`config.mk`:
```
export PLATFORM = sky130hd
export DESIGN_NAME = dfd_tt_dbm_trace_capture
export DESIGN_NICKNAME = d
export VERILOG_FILES = /design/src/rtl/dfd_tt_dbm_trace_capture.sv
export SDC_FILE = /design/constraint.sdc
export NUM_CORES = 1
export LEC_CHECK = 0
export ABC_AREA = 1
export BUFFER_PORTS_ARGS = -buffer_cell sky130_fd_sc_hd__buf_2
export CAP_MARGIN = 15
export CORE_ASPECT_RATIO = 0.8
export CORE_UTILIZATION = 35
export DETAILED_ROUTE_END_ITERATION = 8
export REMOVE_ABC_BUFFERS = 1
export SLEW_MARGIN = 20
export SYNTH_ARGS = -nofsm -noshare
export SYNTH_HDL_FRONTEND = slang
export SYNTH_SLANG_ARGS = --single-unit
```
`constraint.sdc`:
```
create_clock -name clk -period 5.2 [get_ports clk]
set_input_delay 0 -clock clk [delete_from_list [all_inputs] [get_ports clk]]
set_output_delay 0 -clock clk [all_outputs]
set_load 0.02 [all_outputs]
```
`src/rtl/dfd_tt_dbm_trace_capture.sv`:
```
// Trigger-and-capture trace buffer fed by the debug bus mux output.
// A mask/match trigger freezes a circular capture, which then drains oldest-first.
module dfd_tt_dbm_trace_capture #(
    parameter int DEBUG_BUS_WIDTH = 64,
    parameter int DEPTH           = 16,
    parameter int PTR_WIDTH       = $clog2(DEPTH),
    parameter int CNT_WIDTH       = $clog2(DEPTH) + 1
) (
    input  logic                       clk,
    input  logic                       reset,
    input  logic [DEBUG_BUS_WIDTH-1:0] debug_bus_in,
    input  logic                       arm,
    input  logic                       clear,
    input  logic [DEBUG_BUS_WIDTH-1:0] trig_mask,
    input  logic [DEBUG_BUS_WIDTH-1:0] trig_match,
    input  logic [CNT_WIDTH-1:0]       post_trig_cnt,
    output logic                       rd_valid,
    input  logic                       rd_ready,
    output logic [DEBUG_BUS_WIDTH-1:0] rd_data,
    output logic [1:0]                 state,
    output logic [CNT_WIDTH-1:0]       fill_level,
    output logic                       triggered
);

    typedef enum logic [1:0] {
        IDLE  = 2'd0,
        ARMED = 2'd1,
        POST  = 2'd2,
        DONE  = 2'd3
    } state_t;

    localparam logic [CNT_WIDTH-1:0] FULL     = CNT_WIDTH'(DEPTH);
    localparam logic [CNT_WIDTH-1:0] MAX_POST = CNT_WIDTH'(DEPTH - 1);

    logic [DEBUG_BUS_WIDTH-1:0] mem [DEPTH];

    state_t               st;
    logic [PTR_WIDTH-1:0] wr_ptr;
    logic [PTR_WIDTH-1:0] rd_ptr;
    logic [CNT_WIDTH-1:0] fill;
    logic [CNT_WIDTH-1:0] post_rem;
    logic                 trig;

    logic                 hit;
    logic                 wr_en;
    logic                 pop;
    logic [PTR_WIDTH-1:0] wr_ptr_inc;
    logic [CNT_WIDTH-1:0] fill_inc;
    logic [CNT_WIDTH-1:0] eff_post;
    logic [PTR_WIDTH-1:0] rd_start;

    always_comb begin
        hit        = ((debug_bus_in ^ trig_match) & trig_mask) == '0;
        wr_en      = ((st == ARMED) || (st == POST)) && !clear;
        pop        = (st == DONE) && (fill != '0) && rd_ready;
        wr_ptr_inc = wr_ptr + 1'b1;
        fill_inc   = (fill == FULL) ? fill : fill + 1'b1;
        eff_post   = (post_trig_cnt > MAX_POST) ? MAX_POST : post_trig_cnt;
        // Once wrapped, the slot after the final write holds the oldest sample.
        rd_start   = (fill_inc == FULL) ? wr_ptr_inc : '0;
    end

    always_ff @(posedge clk) begin
        if (wr_en) begin
            mem[wr_ptr] <= debug_bus_in;
        end
    end

    always_ff @(posedge clk or posedge reset) begin
        if (reset) begin
            st       <= IDLE;
            wr_ptr   <= '0;
            rd_ptr   <= '0;
            fill     <= '0;
            post_rem <= '0;
            trig     <= 1'b0;
        end else if (clear) begin
            st       <= IDLE;
            wr_ptr   <= '0;
            rd_ptr   <= '0;
            fill     <= '0;
            post_rem <= '0;
            trig     <= 1'b0;
        end else begin
            case (st)
                IDLE: begin
                    if (arm) begin
                        st     <= ARMED;
                        wr_ptr <= '0;
                        fill   <= '0;
                        trig   <= 1'b0;
                    end
                end
                ARMED: begin
                    wr_ptr <= wr_ptr_inc;
                    fill   <= fill_inc;
                    if (hit) begin
                        trig <= 1'b1;
                        if (eff_post == '0) begin
                            st     <= DONE;
                            rd_ptr <= rd_start;
                        end else begin
                            post_rem <= eff_post;
                            st       <= POST;
                        end
                    end
                end
                POST: begin
                    wr_ptr   <= wr_ptr_inc;
                    fill     <= fill_inc;
                    post_rem <= post_rem - 1'b1;
                    if (post_rem == CNT_WIDTH'(1)) begin
                        st     <= DONE;
                        rd_ptr <= rd_start;
                    end
                end
                DONE: begin
                    if (pop) begin
                        rd_ptr <= rd_ptr + 1'b1;
                        fill   <= fill - 1'b1;
                        if (fill == CNT_WIDTH'(1)) begin
                            st <= IDLE;
                        end
                    end
                end
                default: st <= IDLE;
            endcase
        end
    end

    assign rd_valid   = (st == DONE) && (fill != '0);
    assign rd_data    = rd_valid ? mem[rd_ptr] : '0;
    assign state      = st;
    assign fill_level = fill;
    assign triggered  = trig;

endmodule

```
**Word-level counts from Yosys, hierarchy flattened**

Memories as Yosys holds them, arrays and structs flattened.
Index checks and enable logic that the tools add are counted.

- Memories: 1
- Bits in latches: 0
- Logic and storage cells: 84
- Output and inout bits: 73
- Register bits after elaboration: 21
- Memory bits (read-only): 0
- Bits of input ports: 202
- Bits in writable memories: 1024

Memories:

| name | depth | bits a word | rd ports | clocked after Yosys merged registers in | write ports | RTL line | RTL |
|---|---|---|---|---|---|---|---|
| mem | 16 | 64 | 1 | 0 | 1 | 35 | `logic [DEBUG_BUS_WIDTH-1:0] mem [DEPTH];` |

- Shift-type cells: 0
- Bitwise operators: 2
- Multiplexer cells: 35
- Eq/ne operators: 14
- $mul: 0
- Div/mod/pow operators: 0
- Add/sub/neg operators: 5
- Reduce and logical (&&, ||, !) cells: 20
- Magnitude comparators: 1

Operators by type and width:

| cell | number |
|---|---|
| AND 64 bit | 1 |
| logical NOT 64 bit | 1 |
| 2-to-1 mux 64 bit | 1 |
| bitwise XOR 64 bit | 1 |
| 2-to-1 mux 5 bit | 8 |
| 2-to-1 mux 4 bit | 8 |
| != test 3 bit, second input constant | 5 |
| case mux 5 bit (3 select lines) | 1 |
| 2-to-1 mux 2 bit | 6 |
| case mux 4 bit (3 select lines) | 1 |
| equality test 5 x 1 -> 1 bit, second input constant | 2 |
| equality test 5 bit, second input constant | 2 |
| case mux 5 bit (2 select lines) | 1 |
| AND reduction 5 bit | 2 |
| subtractor 5 x 1 -> 5 bit, second input constant | 2 |
| nonzero test 3 bit | 3 |
| adder 4 x 1 -> 4 bit, second input constant | 2 |
| case mux 2 bit (4 select lines) | 1 |
| case mux 4 bit (2 select lines) | 1 |
| 2-to-1 mux 1 bit | 6 |
| != test 3 x 2 -> 1 bit, second input constant | 2 |
| AND reduction 3 bit | 2 |
| adder 5 x 1 -> 5 bit, second input constant | 1 |
| greater-than comparator 5 x 4 -> 1 bit, second input constant | 1 |
| other kinds (12) | 16 |

**Depth between registers and ports, before layout**

Gate-level depths: netlist of the first run.

- Word-level depth: 8
- Depth in mapped cells: 14

**Worst setup path before layout of the first run**

Ideal clock, no wire load.

- Path type: register -> register
- Start: reg st[0], in the netlist state[0]
- End: mem mem[0][0], enable pin
- Setup time: 0.486 ns
- Stages on the path, launching flop included: 7
- Buffers on the path: 0
- Path slack: 0.612 ns
- Arrival: 4.101 ns
- Path through: dfrtp_1 inv_1 ha_1 inv_1 nor2_1 nand2_1 nor2_1

- Word-level cells in the longest chain between the ends: 5

RTL lines:

| item | RTL line | RTL |
|---|---|---|
| from (decl) | 37 | `state_t st;` |
| from (signal assigned) | 71 | `st <= IDLE;` |
| from (signal assigned) | 78 | `st <= IDLE;` |
| from (signal assigned) | 88 | `st <= ARMED;` |
| equality test 2 x 1 -> 1 bit / equality test 2 bit (equally long branches) | 54 | `wr_en = ((st == ARMED) \|\| (st == POST)) && !clear;` |
| logical OR 1 bit * | 54 |  |
| logical AND 1 bit * | 54 |  |
| 2-to-1 mux 1 bit * | 64 | `if (wr_en) begin` |
| 2-to-1 mux 1 bit (not written as such) * | 65 | `mem[wr_ptr] <= debug_bus_in;` |
| to (decl) | 35 |  |

Every way passes the cells marked *; elsewhere a longest branch is shown, timed or not.

**Worst setup path in the final report of the first run**

- Start: reg rd_ptr[0]
- End: out rd_data[48]

- Word-level cells in the longest chain between the ends: 2

RTL lines:

| item | RTL line | RTL |
|---|---|---|
| from (decl) | 39 | `logic [PTR_WIDTH-1:0] rd_ptr;` |
| from (signal assigned) | 101 | `rd_ptr <= rd_start;` |
| from (signal assigned) | 114 | `rd_ptr <= rd_start;` |
| from (signal assigned) | 119 | `rd_ptr <= rd_ptr + 1'b1;` |
| memory (16 x 64 bit) | -- |  |
| 2-to-1 mux 64 bit | 132 | `assign rd_data = rd_valid ? mem[rd_ptr] : '0;` |
| to (decl) | 19 | `output logic [DEBUG_BUS_WIDTH-1:0] rd_data,` |

Every way passes these cells.

==> results of run 1 <==
-- sequential cells by signal, summed over array words and instances (netlist names) --
| name | flops |
|---|---|
| mem | 1024 |
| fill_level | 5 |
| post_rem | 5 |
| rd_ptr | 4 |
| wr_ptr | 4 |
| state | 2 |
| triggered | 1 |
-- per-stage QoR --
step | instance area (um2) | TNS [ns] | instances | total power [mW] | util [%]
2_1_floorplan | 41400 | -433.38 | 3077 | 11.2 | -
3_3_place_gp | 45500 | 0 | 5021 | 12.0 | 37.7
3_5_place_dp | 45500 | 0 | 5021 | 12.1 | 37.7
4_1_cts | 49600 | 0 | 5286 | 19.5 | 41.1
5_1_grt | 49700 | 0 | 5287 | 20.1 | 41.2
6_report | 49700 | 0 | 5289 | 19.4 | 41.2
-- worst max-delay path by stage --
stage                     cells past startpoint          end       from
after floorplan                               5  rd_data[23]  rd_ptr[0]
after global routing                          7  rd_data[48]  rd_ptr[0]
after CTS                                     7  rd_data[48]  rd_ptr[0]
after detailed placement                      7   mem[5][59]   state[0]
final                                         7  rd_data[48]  rd_ptr[0]
after global placement                        7   mem[5][19]   state[0]
-- final cells by class --
| type | count | area [um2] | share of cell area (%) |
|---|---|---|---|
| clock buffer | 134 | 2800 | 5.64 |
| clock inverter | 49 | 538 | 1.08 |
| timing repair buffer | 403 | 2700 | 5.44 |
| antenna | 2 | 5.00 | 0.0101 |
| multi-input combinational | 1957 | 9990 | 20.1 |
| tap | 1624 | 2030 | 4.09 |
| inverter | 75 | 308 | 0.620 |
| sequential | 1045 | 31300 | 63.0 |
-- power groups by stage --
| stage | clock network (mW) | logic [mW] | registers (mW) |
|---|---|---|---|
| global route | 7.85 | 2.56 | 9.68 |
| CTS | 7.53 | 2.31 | 9.66 |
| finish | 7.41 | 2.31 | 9.66 |
| global placement | 0 | 2.21 | 9.83 |
| floorplan | 0 | 1.28 | 9.95 |
| detailed placement | 0 | 2.23 | 9.84 |
-- layer usage --
metal / wire, um / up-vias / GRT usage, %
met1: 53300 / 14100 / 27.5
met4: 2270 / 6 / 4.20
met5: 35 / - / 0
met3: 9150 / 150 / 3.83
met2: 52800 / 961 / 28.7
li1: - / 12900 / -
-- synthesized netlist by cell type, types with 2 or more instances --
library cell  count
a21oi_1          71
a31oi_1           2
buf_1             5
buf_2            36
buf_4            32
buf_6            17
clkbuf_1        130
clkbuf_2          2
dfrtp_1          21
edfxtp_1       1024
ha_1             16
inv_1            72
inv_2             2
nand2_1         205
nand3_1         102
nor2_1          669
nor3_1            3
o211ai_1         76
o21ai_0         496
o21ai_1          34
o221ai_1        181
o22ai_1          81
xnor2_1           3
xor2_1            7
-- layout by cell type, fill, tap and decap left out, types with 76 or more instances in the layout --
cell	count
clkbuf_16	108
nand2_1	204
o21ai_0	496
o221ai_1	181
nand3_1	102
dlygate4sd3_1	82
edfxtp_1	1024
o211ai_1	76
buf_2	274
o22ai_1	81
nor2_1	653
-- logic make-up after synthesis --
| group | after synthesis | synth area share (%) |
|---|---|---|
| AOI/OAI and AO/OA | 946 | 13.4 |
| xor gates and xnor gates | 10 | 0.206 |
| adders and majority gates | 16 | 0.470 |
| buffers and inverters | 298 | 3.37 |
| DFF | 1045 | 73.5 |
| muxes | 1 | 0.0235 |
| and+or+nand+nor | 984 | 9.03 |
-- critical path, delay by kind of cell (launching register included) --
kind            cells  cell delay, ns
buf+inv             3            1.40
simple gates        1            0.09
flops               1            0.72
compound gates      3            0.76
==> impl_metrics.tcl, run 1 <==
set metrics [dict create \
    grt_max_degree 245 \
    drv_slew 0 \
    htree_levels 3 \
    core_area_mm2 0.121 \
    synth_cell_type_count 37 \
    cts.sinks 1045 \
    required_ns 5.20 \
    syn_area_mm2 0.0426 \
    fp.dieH_um 314 \
    syn_avg_cell_area_um2 12.9 \
    gp_congestion 0.779 \
    via_per_inst 5.32 \
    dieArea_mm2 0.123 \
    reg2reg_to "mem[5][18]" \
    period_needed_ns 3.78 \
    p_clk_share_pct 38.2 \
    tightest_slew_ns 1.14 \
    dp_slack_ns 1.76 \
    critPathLaunchType "flop" \
    wl_um 118000 \
    fin_nets 3804 \
    critPathMaxFanout 244 \
    ys_ff_latch 1045 \
    grt_pass1_wl_um 173000 \
    internal_power_mw 14.5 \
    clk_latency_ns 0.68 \
    seqPwrFrac_pct 49.8 \
    cts_buffers 104 \
    detail-route-antenna-nets 0 \
    hold_viol 0 \
    vias 28100 \
    cts_hold_buffers 82 \
    synthArstFlopShare_pct 2.01 \
    peakVddDrop_mv 0.256 \
    syn2layout_area_growth_pct 16.7 \
    maxSlewHeadroom_pct 23.9 \
    end_kind "primary output" \
    clkTransAtPathRegs_ns 0.06 \
    num_rows 114 \
    max_stage_delay_ns 0.72 \
    period_share_pct 72.7 \
    cts_root_buf "clkbuf_16" \
    drive_gt1_share_pct 13.2 \
    fin_hold_ws_ns 0.0609 \
    fill_cells 11100 \
    worstPathCellList "inv_16 > buf_4 > nor2_1 > o221ai_1 > o211ai_1 > a21oi_1 > buf_2" \
    setup_slack_ns 1.42 \
    ys.flop_type "edfxtp_1" \
    clock_skew_ns 0.0206 \
    crit_slowest_cell "dfrtp_4" \
    wl_per_cell_um 22.2 \
    ff2ff_path_depth 7 \
    portBuffers 274 \
    rsz0062_at_grt "no" \
    yosys_warnings 0 \
    status "finished clean" \
    max-cap-violations 0 \
    hold_path_class "input port to asynchronous set/reset pin" \
    p_leak_nw 16.6 \
    powerDensity_mw_per_mm2 390 \
    dpl.hpwl_um 64000 \
    path_class "flop to primary output" \
    firstDrtPassIters 5 \
    grtUsageTotal_pct 18.8 \
    crit_arrival_ns 3.78 \
    synth_edf_count 1024 \
    gr-total-overflow 0 \
    antenna_found_initial 5 \
    cts_resized 0 \
    finalSetupViolCount 0 \
    max_freq_mhz 264 \
    yosys.area.top_type "edfxtp_1" \
    cts_tree "built" \
    cts_setup_buffers 0 \
    net-switching-power_mw 4.87 \
    drc 0 \
    start_util_pct 35.3 \
    ys_seq_area_share_pct 73.5 \
    first_iter_violations 2578 \
    r2r_setup_slack_ns 1.73 \
    cts_buffer_depth 3 \
    pwr-share-comb_pct 11.9 \
    grt_pass1_vias 26700 \
    die_w_um 392 \
    synth_cells 3300 \
    synth_area_leaders "edfxtp_1 72%, nor2_1 5.9%, o21ai_0 5.8%, o221ai_1 3.7%, nand2_1 1.8%" \
    switching_share_pct 25.1 \
    netlist.area_leader.share_pct 72.2 \
    r2r_start "state[0]" \
    ios 275 \
]
Power figures use the tool's default switching activity.
==> inputs of run 2 (changes only) <==
- clock period: 5.2 -> 3.5 ns (I/O delays scaled with it)
==> run 2 against run 1 <==
Against the previous run: design area grew 0.86%; utilization grew 0.35 points; sequential cell count is the same.
==> impl_metrics.tcl, run 2 (synthesis results as in run 1) <==
set metrics [dict create \
    layout_commonest_cell "edfxtp_1" \
    dpl.hpwl_um 69700 \
    maxSlewHeadroom_pct 42.4 \
    powerDensity_mw_per_mm2 570 \
    first_iter_violations 3114 \
    wl_um 120000 \
    grt_pass1_vias 26800 \
    detail-route-antenna-nets 0 \
    max_freq_mhz 304 \
    cts_root_buf "clkbuf_16" \
    vias 28600 \
    fin_nets 3834 \
    end_kind "primary output" \
    dpl_cell_area_mm2 0.0460 \
    via_per_inst 5.36 \
    antenna_found_initial 2 \
    portBuffers 274 \
    cts_buffers 102 \
    largest_register_ffs 1024 \
    crit_slowest_cell "dfrtp_4" \
    start_util_pct 35.3 \
    critPathMaxFanout 112 \
    core_area_mm2 0.121 \
    grtUsageMet2_pct 28.3 \
    hold_path_class "input port to asynchronous set/reset pin" \
    critPathBufInv 3 \
    seqPwrFrac_pct 50.2 \
    die_w_um 392 \
    num_rows 114 \
    grtUsageMet1_pct 30.0 \
    grt_max_degree 113 \
    final_cell_mix "1,024 x edfxtp_1, 652 x nor2_1, 496 x o21ai_0" \
    finalSetupViolCount 0 \
    status "finished clean" \
    dieArea_mm2 0.123 \
    clock_skew_ns 0.0362 \
    period_share_pct 94.1 \
    top_usage_layer "met1" \
    drive_gt1_share_pct 14.0 \
    worstPathCellList "buf_12 > buf_4 > nor2_1 > o221ai_1 > nand3_1 > a21oi_1 > buf_2" \
    critPathLaunchType "flop" \
    cts.sinks 1045 \
    dp.cells 5052 \
    tightest_slew_ns 0.863 \
    internal_power_mw 21.1 \
    switching_share_pct 26.2 \
    syn2layout_area_growth_pct 17.7 \
    cts_tree "built" \
    met3_usage_pct 2.59 \
    clk_latency_ns 0.69 \
    peakVddDrop_mv 0.388 \
    rsz0062_at_grt "no" \
    grt_pass1_wl_um 178000 \
    clkTransAtPathRegs_ns 0.06 \
    max-cap-violations 0 \
    gr-total-overflow 0 \
    p_leak_nw 16.8 \
    period_needed_ns 3.29 \
    wl_per_cell_um 22.6 \
    fin_cells 5326 \
    crit_arrival_ns 3.29 \
    drv_slew 0 \
    cts_buffer_depth 3 \
    fin_util_pct 41.5 \
    hold_viol 0 \
    htree_levels 3 \
    pwr-share-comb_pct 12.9 \
    gp_congestion 0.804 \
    required_ns 3.50 \
    path_class "flop to primary output" \
    max_stage_delay_ns 0.70 \
    grtUsageTotal_pct 19.3 \
    top_register "mem" \
    drc 0 \
    firstDrtPassIters 8 \
    crit_family "buffers and inverters" \
    net-switching-power_mw 7.49 \
    fp.dieH_um 314 \
    p_clk_share_pct 36.9 \
    postLayoutCellArea_mm2 0.0501 \
    ios 275 \
]
-- run 2: worst reg2reg max path, stage by stage, from the launching register on --
cell and delay, ns:
dfrtp_1 0.44, inv_1 0.13, ha_1 0.34, inv_1 0.10, nor2_1 0.48, nand2_1 0.41
nor2_4 0.71, buf_12 0.28
-- run 2: worst paths after layout --
check                                 start          end  cells past startpoint  slack (ns)
min                                   reset    wr_ptr[3]                      3        0.07
max                               rd_ptr[0]  rd_data[32]                      7        0.21
max in group asynchronous             reset    rd_ptr[3]                      3        2.80
min reg2reg                     post_rem[1]  post_rem[1]                      2        0.48
min in group clk           debug_bus_in[12]  mem[15][12]                      2        0.27
max reg2reg                        state[0]   mem[7][28]                      7        0.31
-- run 2: cell type report --
class | count | area [um2]
antenna | 2 | 5.00
clock buffer | 132 | 2670
clock inverter | 56 | 503
fill | 11200 | 70600
inverter | 75 | 315
multi-input combinational | 1957 | 10000
sequential | 1045 | 31300
tap | 1624 | 2030
timing repair buffer | 435 | 3280
-- run 2: metrics by stage --
stage	setup WS (ns)	power, mW	hold slack, ns	TNS, ns
6_report	0.206	28.6	0.0678	0
5_1_grt	0.0649	29.6	0.130	0
4_1_cts	0.0366	28.7	0.0624	0
3_5_place_dp	0.398	18.2	0.233	0
3_3_place_gp	0.533	18.1	0.220	0
2_1_floorplan	-8.29	16.7	-0.0235	-1663.05
-- run 2: per-layer routing --
metal	vias up	wire (um)
met5	-	0
met4	0	2300
met3	140	9000
met2	1132	52500
met1	14300	56700
li1	13000	-
-- run 2: timing repair --
item,in CTS,in global routing
hold buffers,83,0
endpoints found under the hold margin,1066,0
resized for setup,0,6
buffers inserted,0,1
setup endpoints to repair,0,17
-- run 2: power by group through the flow --
| stage | Clock [mW] | Combinational, mW | Sequential [mW] |
|---|---|---|---|
| final | 10.5 | 3.68 | 14.3 |
| after global routing | 11.1 | 4.05 | 14.4 |
| after CTS | 10.7 | 3.67 | 14.3 |
| after detailed placement | 0 | 3.55 | 14.6 |
| after global placement | 0 | 3.53 | 14.6 |
| after floorplan | 0 | 1.91 | 14.8 |
